`config.mk`:
```
export PLATFORM = sky130hd
export DESIGN_NAME = uart_host_master
export DESIGN_NICKNAME = d
export VERILOG_FILES = /design/src/rtl/uart_host_master.sv
export SDC_FILE = /design/constraint.sdc
export NUM_CORES = 1
export LEC_CHECK = 0
export CAP_MARGIN = 20
export CORE_MARGIN = 4
export CORE_UTILIZATION = 45
export DETAILED_ROUTE_END_ITERATION = 7
export PLACE_DENSITY = 0.69
export SYNTH_ARGS = -nofsm -noshare
export SYNTH_HDL_FRONTEND = slang
export SYNTH_SLANG_ARGS = --single-unit
```
`constraint.sdc`:
```
create_clock -name i_clk -period 2.9 [get_ports i_clk]
set_input_delay 0.58 -clock i_clk [delete_from_list [all_inputs] [get_ports i_clk]]
set_output_delay 0.58 -clock i_clk [all_outputs]
set_load 0.005 [all_outputs]
```
`src/rtl/uart_host_master.sv`:
```
// uart_host_master
// Drives a three-byte request (op_a, op_b, opcode) through an external UART
// transmitter, then waits a bounded time for a single response byte from the
// UART receiver. o_done pulses at the end of every transaction; o_timeout
// marks the pulses where no response byte arrived in time.

module uart_host_master #(
  parameter int NB_BITS        = 8,
  parameter int NB_TIMEOUT     = 16,
  parameter int TIMEOUT_CYCLES = 50000
) (
  input  logic               i_clk,
  input  logic               i_rst,
  input  logic               i_start,
  input  logic [NB_BITS-1:0] i_op_a,
  input  logic [NB_BITS-1:0] i_op_b,
  input  logic [NB_BITS-1:0] i_opcode,
  output logic [NB_BITS-1:0] o_tx_data,
  output logic               o_tx_start,
  input  logic               i_tx_done,
  input  logic [NB_BITS-1:0] i_rx_data,
  input  logic               i_rx_done,
  output logic [NB_BITS-1:0] o_result,
  output logic               o_busy,
  output logic               o_done,
  output logic               o_timeout
);

  typedef enum logic [2:0] {
    IDLE,
    SEND,
    WAIT_TX,
    WAIT_RX,
    DONE
  } state_t;

  // Last count value spent in WAIT_RX; reaching it without a response ends
  // the transaction as a timeout.
  localparam logic [NB_TIMEOUT-1:0] TIMEOUT_LAST = NB_TIMEOUT'(TIMEOUT_CYCLES - 1);

  state_t              state;
  logic [1:0]          byte_idx;
  logic [1:0]          next_idx;
  logic [NB_BITS-1:0]  op_a_q;
  logic [NB_BITS-1:0]  op_b_q;
  logic [NB_BITS-1:0]  opcode_q;
  logic [NB_BITS-1:0]  next_byte;
  logic [NB_TIMEOUT-1:0] tmo_cnt;
  logic                tmo_flag;

  assign next_idx = byte_idx + 2'd1;

  // Select the captured byte that follows the one currently being sent.
  always_comb begin
    next_byte = opcode_q;
    case (next_idx)
      2'd0:    next_byte = op_a_q;
      2'd1:    next_byte = op_b_q;
      default: next_byte = opcode_q;
    endcase
  end

  // Transaction sequencer with all outputs registered alongside the state.
  always_ff @(posedge i_clk or posedge i_rst) begin
    if (i_rst) begin
      state      <= IDLE;
      byte_idx   <= 2'd0;
      op_a_q     <= '0;
      op_b_q     <= '0;
      opcode_q   <= '0;
      tmo_cnt    <= '0;
      tmo_flag   <= 1'b0;
      o_tx_data  <= '0;
      o_tx_start <= 1'b0;
      o_result   <= '0;
      o_busy     <= 1'b0;
      o_done     <= 1'b0;
      o_timeout  <= 1'b0;
    end else begin
      case (state)
        IDLE: begin
          if (i_start) begin
            op_a_q     <= i_op_a;
            op_b_q     <= i_op_b;
            opcode_q   <= i_opcode;
            byte_idx   <= 2'd0;
            o_tx_data  <= i_op_a;
            o_tx_start <= 1'b1;
            o_busy     <= 1'b1;
            state      <= SEND;
          end
        end

        SEND: begin
          o_tx_start <= 1'b0;
          state      <= WAIT_TX;
        end

        WAIT_TX: begin
          if (i_tx_done) begin
            if (byte_idx == 2'd2) begin
              tmo_cnt <= '0;
              state   <= WAIT_RX;
            end else begin
              byte_idx   <= next_idx;
              o_tx_data  <= next_byte;
              o_tx_start <= 1'b1;
              state      <= SEND;
            end
          end
        end

        WAIT_RX: begin
          if (i_rx_done) begin
            o_result  <= i_rx_data;
            tmo_flag  <= 1'b0;
            o_done    <= 1'b1;
            o_timeout <= 1'b0;
            state     <= DONE;
          end else if (tmo_cnt == TIMEOUT_LAST) begin
            tmo_flag  <= 1'b1;
            o_done    <= 1'b1;
            o_timeout <= 1'b1;
            state     <= DONE;
          end else begin
            tmo_cnt <= tmo_cnt + 1'b1;
          end
        end

        DONE: begin
          o_done    <= 1'b0;
          o_timeout <= 1'b0;
          o_busy    <= 1'b0;
          state     <= IDLE;
        end

        default: begin
          o_tx_start <= 1'b0;
          o_done     <= 1'b0;
          o_timeout  <= 1'b0;
          o_busy     <= 1'b0;
          state      <= IDLE;
        end
      endcase
    end
  end

endmodule

```
==> metrics, run 1 <==
status=complete, no violations; Hold/Removal Path Class=flop to flop; Max FO, Critical Path=13; Layout area overhead=23.24%; TNS Setup=0 ns; post-CTS sizing=0; share of layout cells above drive strength 1=0.2384; final hold violation count=0; min cycle time layout=2.002 ns; Max VDD drop=0.4484 mV; Filler cells=630; Nets=380; clock-pin slew on the worst setup and hold paths=0.07 ns; 1st-pass router iterations=4; cell taking the most area after synthesis=dfrtp_1; root buffer cell=clkbuf_8; number of CTS-inserted buffers=9; Worst-Skew Late Latency=0.33 ns; largest net degree at the start of global routing=38; worst-margin pin slew=0.5828 ns; HP Start=o_timeout$_DFFE_PP0P_; clock skew=0.006660 ns; Mapped Cells=286; synth warn=0; LEAKAGE=1.649 nW; Yosys reg bits=65; worst slack at placement=0.5578 ns; sequential power share=0.419; Post-Syn Area per Cell=11.73 sq um; post-synth top area share=0.4849; Synth Cell Area=3354 sq um; unrepaired setup endpoints after global routing=no; hold buffers post-CTS=0; DR vias=2454; IO Count=57; Port Buffers=56; Required @ worst endpoint=3.08 ns; Gate power share=0.379; placed wire-length estimate=5227 microns; CTS H-Tree Depth=3; initial antenna violation count=0; Antenna Nets Post-Route=0; overall die width=94.34 microns; Cell Area, Placed=3938 sq um; initial DRC count=181; syn_nets=327; power share of the clock group=0.202; post-route worst setup slack=0.8977 ns; sw frac=0.3325; Layout Cell Area excl Fill=4134 sq um; Clock Tree Buf Depth=2; Reg2Reg Depth=5; Critical Path AT=2.18 ns; Crit Path Class=input pin to flop; n_diodes=0; Pins Over Slew Limit=0; Tcrit/Tclk final=0.6904; Max-Cap Viols=0; core area=7253 sq um; Routed wire per std cell=16.43 microns; grt total ovfl=0; reg2reg end=tmo_cnt[5]$_DFFE_PP0P_; Hold Path End=o_timeout$_DFFE_PP0P_; commonest non-fill, non-tap cells in the layout=dfrtp_1, clkdlybuf4s50_1, mux2_2; Seq/Total Area, Yosys=0.4849; first-pass GRT wire length=12100 microns; net switching power=0.001239 W; via/cell ratio=5.540; TritonCTS clock tree=yes; r2r setup slk=0.92 ns; Area contributors post-synth=dfrtp_1, mux2_2, a21oi_1, buf_6, a31oi_4; Site Rows=31; CP endpoint kind=flop; total wire length=7279 microns; DRC viols=0; Synth cell types=59; die area=8900 sq um; total setup buffers inserted after CTS=0; most common cell after layout, fill and taps aside=dfrtp_1; Placer Congestion=0.8547; GR Util All Layers=0.1749; CP Launch Type=input pin; vias in the first global route=2436; Slew HR=0.6114; CTS sink cnt=65; Final setup viols=0; Cell Int Power=0.002489 W; hold path depth=1; Die Span Y=94.34 microns; fmax=499.4 MHz; Cell Pwr Density=901.8 nW/um^2; Initial Utilization=0.4625; r2r startpoint=tmo_cnt[0]$_DFFE_PP0P_
==> metal layers <==
layer	track usage	part of all wire
met1	0.2490	0.47
met2	0.2547	0.45
met3	0.05498	0.070
met4	0.05415	0.014
met5	0	0
==> power groups by stage <==
stage,logic (W),registers (W),clock network [W]
final,0.00141,0.00156,0.000752
after global routing,0.00156,0.00162,0.000815
after CTS,0.00144,0.00156,0.000776
after detailed placement,0.00143,0.00158,0
after global placement,0.00139,0.00156,0
after floorplan,0.00104,0.00148,0
==> sequential cells by signal (all words and copies together), names as in the netlist <==
signal / count
o_tx_data: 8
op_a_q: 8
o_busy: 1
byte_idx: 2
op_b_q: 8
o_timeout: 1
o_result: 8
tmo_cnt: 16
o_done: 1
o_tx_start: 1
state: 3
opcode_q: 8
==> kinds of logic after synthesis <==
kind of cell	Yosys count	synth area share
and+or+nand+nor	84	0.1604
AOI/OAI and AO/OA	74	0.1757
DFF	65	0.4849
muxes	34	0.1134
buffers and inverters	25	0.05073
adders and majority gates	4	0.01492
==> worst max-delay path: stages <==
cell	delay (ns)
clkdlybuf4s50_1	0.52
and2b_2	0.29
o211ai_4	0.12
a21oi_4	0.48
o221ai_1	0.18
==> metrics by stage <==
stage | std cells | power (W) | utilization | hold WS (ns)
floorplan | 286 | 0.002512 | - | 0.4771
global placement | 427 | 0.002954 | 0.5429 | 0.4643
detailed placement | 427 | 0.003004 | 0.5429 | 0.4827
CTS | 443 | 0.003774 | 0.5700 | 0.4986
global route | 443 | 0.003994 | 0.5700 | 0.5203
finish | 443 | 0.003728 | 0.5700 | 0.4915
==> synthesized netlist by cell type (all sizes together) <==
cell type	count
and3b	1
o211ai	1
nand2	16
and4bb	2
and2b	1
o21a	4
and2	1
a22o	1
dfrtp	65
a31o	1
a211oi	1
and4	3
o221ai	1
nand2b	3
a21o	4
nand3b	3
a41oi	3
a221oi	8
nand4	4
nor4b	1
mux2	32
and3	4
ha	4
nor4	3
nor3	11
a21oi	21
clkbuf	4
nor2b	8
inv	7
o21ai	9
buf	14
nand3	7
nor2	15
or3b	1
a31oi	16
mux2i	2
o41ai	3
o31ai	1
==> final cells by class <==
cell class / instances / area [sq um] / share of cell area
Sequential cell: 65 / 1627 / 0.3935
Multi-Input combinational cell: 196 / 1558 / 0.3768
Timing Repair Buffer: 60 / 603.1 / 0.1459
Clock buffer: 11 / 141.4 / 0.03420
Tap cell: 99 / 123.9 / 0.02996
Clock inverter: 5 / 55.05 / 0.01332
Inverter: 7 / 26.28 / 0.006356
==> worst max path at each step <==
stage / startpoint / endpoint / slack [ns] / depth (start not counted)
4_1_cts: i_rx_done / tmo_cnt[5]$_DFFE_PP0P_ / 0.89 / 5
3_5_place_dp: i_rx_done / tmo_cnt[5]$_DFFE_PP0P_ / 0.56 / 5
2_1_floorplan: i_rst / byte_idx[0]$_DFFE_PP0P_ / 0.69 / 1
5_1_grt: state[1]$_DFFE_PP0P_ / o_tx_data[5]$_DFFE_PP0P_ / 0.77 / 4
3_3_place_gp: i_rx_done / tmo_cnt[5]$_DFFE_PP0P_ / 0.60 / 5
6_report: i_rx_done / tmo_cnt[5]$_DFFE_PP0P_ / 0.90 / 5
No activity file was read; power rests on OpenSTA's default activity.
==> run 2: changes to the inputs <==
Clock period 2.9 ns to 2 ns, I/O delays scaled along.
==> run 2 against run 1 <==
Global-route usage rose by 0.97 points. Design area rose by 3.5%. Register-to-register slack worse by 0.75 ns. Critical path type is now flop to flop. Count of clock-buffer cells in the layout unchanged. Combinational power grew 62%.
==> metrics, run 2 (synthesis results as in run 1) <==
Most common cell on crit path=a21oi_1; GR Util All Layers=0.1845; Max VDD drop=0.6400 mV; Top reg by flops=tmo_cnt; Max-Cap Viols=0; Final setup viols=0; hold buffers post-CTS=0; critical path, cell by cell=inv_1 -> ha_1 -> a221oi_1 -> nor3_1 -> a21oi_1 -> a21oi_1; initial DRC count=169; Levels on crit path=6; Slew HR=0.6682; IO Count=57; Layout Cell Area excl Fill=4280 sq um; Crit Path Class=flop to flop; most common cell after layout, fill and taps aside=dfrtp_1; Filler cells=631; placed wire-length estimate=5553 microns; Tcrit/Tclk final=0.9131; total wire length=7748 microns; Crit path max-delay family=compound AO/OA/AOI/OAI gates; DRC viols=0; min cycle time layout=1.826 ns; final hold violation count=0; r2r startpoint=byte_idx[0]$_DFFE_PP0P_; Reg2Reg Depth=6; Pins Over Slew Limit=0; die area=8900 sq um; first-pass GRT wire length=12610 microns; CP Capture Point=o_tx_data[5]$_DFFE_PP0P_; Critical Path AT=2.04 ns; root buffer cell=clkbuf_8; Worst-Skew Late Latency=0.34 ns; slowest CP cell=ha_1; Die Span Y=94.34 microns; Placer Congestion=0.9068; clock skew=0.007100 ns; CP Launch Type=flop; Antenna Nets Post-Route=0; initial antenna violation count=0; Hold/Removal Path Class=input pin to asynchronous set/reset pin; largest net degree at the start of global routing=31; commonest non-fill, non-tap cells in the layout=dfrtp_1, clkdlybuf4s50_1, mux2_2; Routed wire per std cell=17.14 microns; Port Buffers=56; share of layout cells above drive strength 1=0.2606; Nets=389; TNS Setup=0 ns; LEAKAGE=1.722 nW; reg2reg end=o_tx_data[5]$_DFFE_PP0P_; DR vias=2516; Required @ worst endpoint=2.22 ns; overall die width=94.34 microns; largest stage delay on the critical path=0.51 ns; CP bufs+invs=1; clock-pin slew on the worst setup and hold paths=0.08 ns; number of flip-flops in the largest register=16; worst slack at placement=0.1133 ns; 1st-pass router iterations=4; via/cell ratio=5.566; number of CTS-inserted buffers=9; CTS sink cnt=65; n_diodes=0; Cell Area, Placed=4059 sq um; Util after Layout=0.5901; Initial Utilization=0.4625; post-route worst setup slack=0.1738 ns; Clock Tree Buf Depth=2; CP endpoint kind=flop; status=complete, no violations; unrepaired setup endpoints after global routing=no; Layout area overhead=27.60%; CTS H-Tree Depth=3; vias in the first global route=2485; Setup crit start=byte_idx[0]$_DFFE_PP0P_; TritonCTS clock tree=yes; Site Rows=31; r2r setup slk=0.17 ns; Max FO, Critical Path=17; worst-margin pin slew=0.4976 ns; Cell Pwr Density=1340 nW/um^2; Power, Total=0.005738 W; core area=7253 sq um; grt total ovfl=0; fmax=547.6 MHz
==> run 2: worst reg2reg max path, stage by stage (launching register included) <==
cell and delay [ns]:
dfrtp_1 0.36, inv_1 0.09, ha_1 0.51, a221oi_1 0.31, nor3_1 0.08, a21oi_1 0.24, a21oi_1 0.12
==> run 2: power breakdown <==
part	internal [W]	total, W	switching [W]
combinational	0.00128	0.00228	0.00100
clock	0.000735	0.00124	0.000506
sequential	0.00185	0.00222	0.000369
total	0.00386	0.00574	0.00188
==> run 2: metal layers <==
| layer | GRT usage | vias up | routed length, microns |
|---|---|---|---|
| li1 | - | 1195 | - |
| met1 | 0.2674 | 1244 | 3674 |
| met2 | 0.2660 | 70 | 3584 |
| met3 | 0.04781 | 7 | 411 |
| met4 | 0.06859 | 0 | 77 |
| met5 | 0 | - | 0 |
==> run 2: how the worst min path moves through the flow <==
stage | start | endpoint | slack, ns | cells past startpoint
floorplan | o_busy$_DFFE_PP0P_ | o_busy$_DFFE_PP0P_ | 0.48 | 1
global placement | o_busy$_DFFE_PP0P_ | o_busy$_DFFE_PP0P_ | 0.47 | 1
detailed placement | o_busy$_DFFE_PP0P_ | o_busy$_DFFE_PP0P_ | 0.47 | 1
CTS | i_rst | o_result[4]$_DFFE_PP0P_ | 0.44 | 2
global route | i_rst | o_done$_DFFE_PP0P_ | 0.46 | 2
finish | i_rst | o_done$_DFFE_PP0P_ | 0.43 | 2
==> run 2: repair_timing <==
action | CTS | global route
gates resized for setup | 0 | 1
buffers inserted | 0 | 0
endpoints found under the setup margin | 0 | 7
==> run 2: layout make-up <==
| type | count | area (sq um) | share of cell area |
|---|---|---|---|
| flip-flops and latches | 65 | 1627 | 0.3800 |
| well taps | 99 | 123.9 | 0.02894 |
| clock buffers | 11 | 141.4 | 0.03303 |
| clock inverters | 5 | 78.83 | 0.01842 |
| repair buffers | 69 | 720.7 | 0.1684 |
| inverters | 7 | 30.03 | 0.007015 |
| multi-input cells | 196 | 1559 | 0.3642 |
==> run 2: stage by stage <==
stage / hold slack, ns / instances
after floorplan: 0.4771 / 286
after global routing: 0.4615 / 452
after CTS: 0.4380 / 452
after detailed placement: 0.4731 / 436
final: 0.4268 / 452
after global placement: 0.4709 / 436
==> run 3: changes to the inputs <==
Settings changed: GPL_ROUTABILITY_DRIVEN set to 0.
==> run 3 against run 2 <==
Critical endpoint is now tmo_cnt[5]$_DFFE_PP0P_. Utilization down 0.71 points. Non-clock buffer count rose by 1. First-iteration DRC count increased by 6.5%. Critical path depth shrank 1.
==> metrics, run 3 (synthesis results as in run 1) <==
Pins Over Slew Limit=0; number of flip-flops in the largest register=16; initial DRC count=180; initial antenna violation count=0; worst-margin pin slew=0.4873 ns; TritonCTS clock tree=yes; DRC viols=0; unrepaired setup endpoints after global routing=no; Port Buffers=56; core area=7253 sq um; root buffer cell=clkbuf_8; overall die width=94.34 microns; vias in the first global route=2437; most common cell after layout, fill and taps aside=dfrtp_1; final hold violation count=0; 1st-pass router iterations=4; Gate power share=0.416; grt total ovfl=0; Worst-Skew Late Latency=0.33 ns; share of layout cells above drive strength 1=0.2550; largest stage delay on the critical path=0.41 ns; CTS sink cnt=65; Nets=390; worst slack at placement=0.1265 ns; CP endpoint kind=flop; sequential power share=0.408; Cell Pwr Density=1287 nW/um^2; Slew HR=0.6745; status=complete, no violations; Layout area overhead=26.07%; Site Rows=31; commonest non-fill, non-tap cells in the layout=dfrtp_1, clkdlybuf4s50_1, mux2_2; via/cell ratio=5.518; Clock Tree Buf Depth=2; GR Util All Layers=0.1803; net switching power=0.001842 W; Antenna Nets Post-Route=0; Max VDD drop=0.6176 mV; slowest CP cell=dfrtp_1; IO Count=57; sw frac=0.3385; Hold/Removal Path Class=input pin to asynchronous set/reset pin; number of CTS-inserted buffers=9; fmax=548.2 MHz; Critical Path AT=2.02 ns; largest net degree at the start of global routing=31; Filler cells=628; clock skew=0.006347 ns; WHS=0.4452 ns; post-route worst setup slack=0.1757 ns; Crit Path Class=flop to flop; Initial Utilization=0.4625; total wire length=7525 microns; Max-Cap Viols=0; Cell Int Power=0.003600 W; Routed wire per std cell=16.65 microns; critical path, cell by cell=ha_1 -> and3_1 -> nand4_2 -> nand2_2 -> o221ai_1; Max FO, Critical Path=8; min cycle time layout=1.824 ns; Required @ worst endpoint=2.20 ns; Tcrit/Tclk final=0.9122; power share of the clock group=0.176; Final setup viols=0; DR vias=2494; TNS Setup=0 ns; Top reg by flops=tmo_cnt; Die Span Y=94.34 microns; die area=8900 sq um; post-CTS sizing=0; total setup buffers inserted after CTS=0; CP Launch Type=flop; hold buffers post-CTS=0; placed wire-length estimate=5373 microns; n_diodes=0; CTS H-Tree Depth=3; clock-pin slew on the worst setup and hold paths=0.07 ns; first-pass GRT wire length=12340 microns; LEAKAGE=1.697 nW
run 3: stage by stage:
step,utilization,cells,total power [W],area [sq um]
after CTS,0.5831,452,0.005476,4229
after floorplan,-,286,0.003643,3358
final,0.5831,452,0.005442,4229
after global routing,0.5831,452,0.005810,4229
after global placement,0.5606,437,0.004442,4066
after detailed placement,0.5606,437,0.004509,4066
run 3: power by group through the flow:
stage | Sequential (W) | Clock (W) | Combinational, W
final | 0.00222 | 0.000957 | 0.00227
after global routing | 0.00230 | 0.00102 | 0.00249
after CTS | 0.00222 | 0.000973 | 0.00229
after detailed placement | 0.00223 | 0 | 0.00228
after global placement | 0.00221 | 0 | 0.00223
after floorplan | 0.00214 | 0 | 0.00150
run 3: final cells by class:
| cell class | count | area [sq um] | area share |
|---|---|---|---|
| Multi-Input combinational cell | 196 | 1558 | 0.3683 |
| Tap cell | 99 | 123.9 | 0.02929 |
| Clock inverter | 3 | 17.52 | 0.004142 |
| Sequential cell | 65 | 1627 | 0.3846 |
| Clock buffer | 12 | 145.1 | 0.03432 |
| Inverter | 7 | 30.03 | 0.007101 |
| Timing Repair Buffer | 70 | 728.2 | 0.1722 |
run 3: metal layers:
| metal | track usage | wire length, microns |
|---|---|---|
| met5 | 0 | 0 |
| met3 | 0.04143 | 534 |
| met1 | 0.2694 | 3743 |
| met4 | 0.07220 | 99 |
| met2 | 0.2518 | 3148 |
run 3: path summary, 6_finish.rpt:
kind,cells after the start,slack (ns),endpoint,from
max in group asynchronous,3,1.05,op_a_q[7]$_DFFE_PP0P_,i_rst
max reg2reg,5,0.18,tmo_cnt[5]$_DFFE_PP0P_,tmo_cnt[0]$_DFFE_PP0P_
max,5,0.18,tmo_cnt[5]$_DFFE_PP0P_,tmo_cnt[0]$_DFFE_PP0P_
min in group i_clk,1,0.49,o_busy$_DFFE_PP0P_,o_busy$_DFFE_PP0P_
min,2,0.45,tmo_cnt[6]$_DFFE_PP0P_,i_rst
min reg2reg,1,0.49,o_busy$_DFFE_PP0P_,o_busy$_DFFE_PP0P_
run 3: critical path: cells and delay by family, from the launching register on:
kind                       cells  cell delay (ns)
AOI/OAI and AO/OA              1             0.15
and+or+nand+nor                3             0.90
DFF                            1             0.41
adders and majority gates      1             0.23
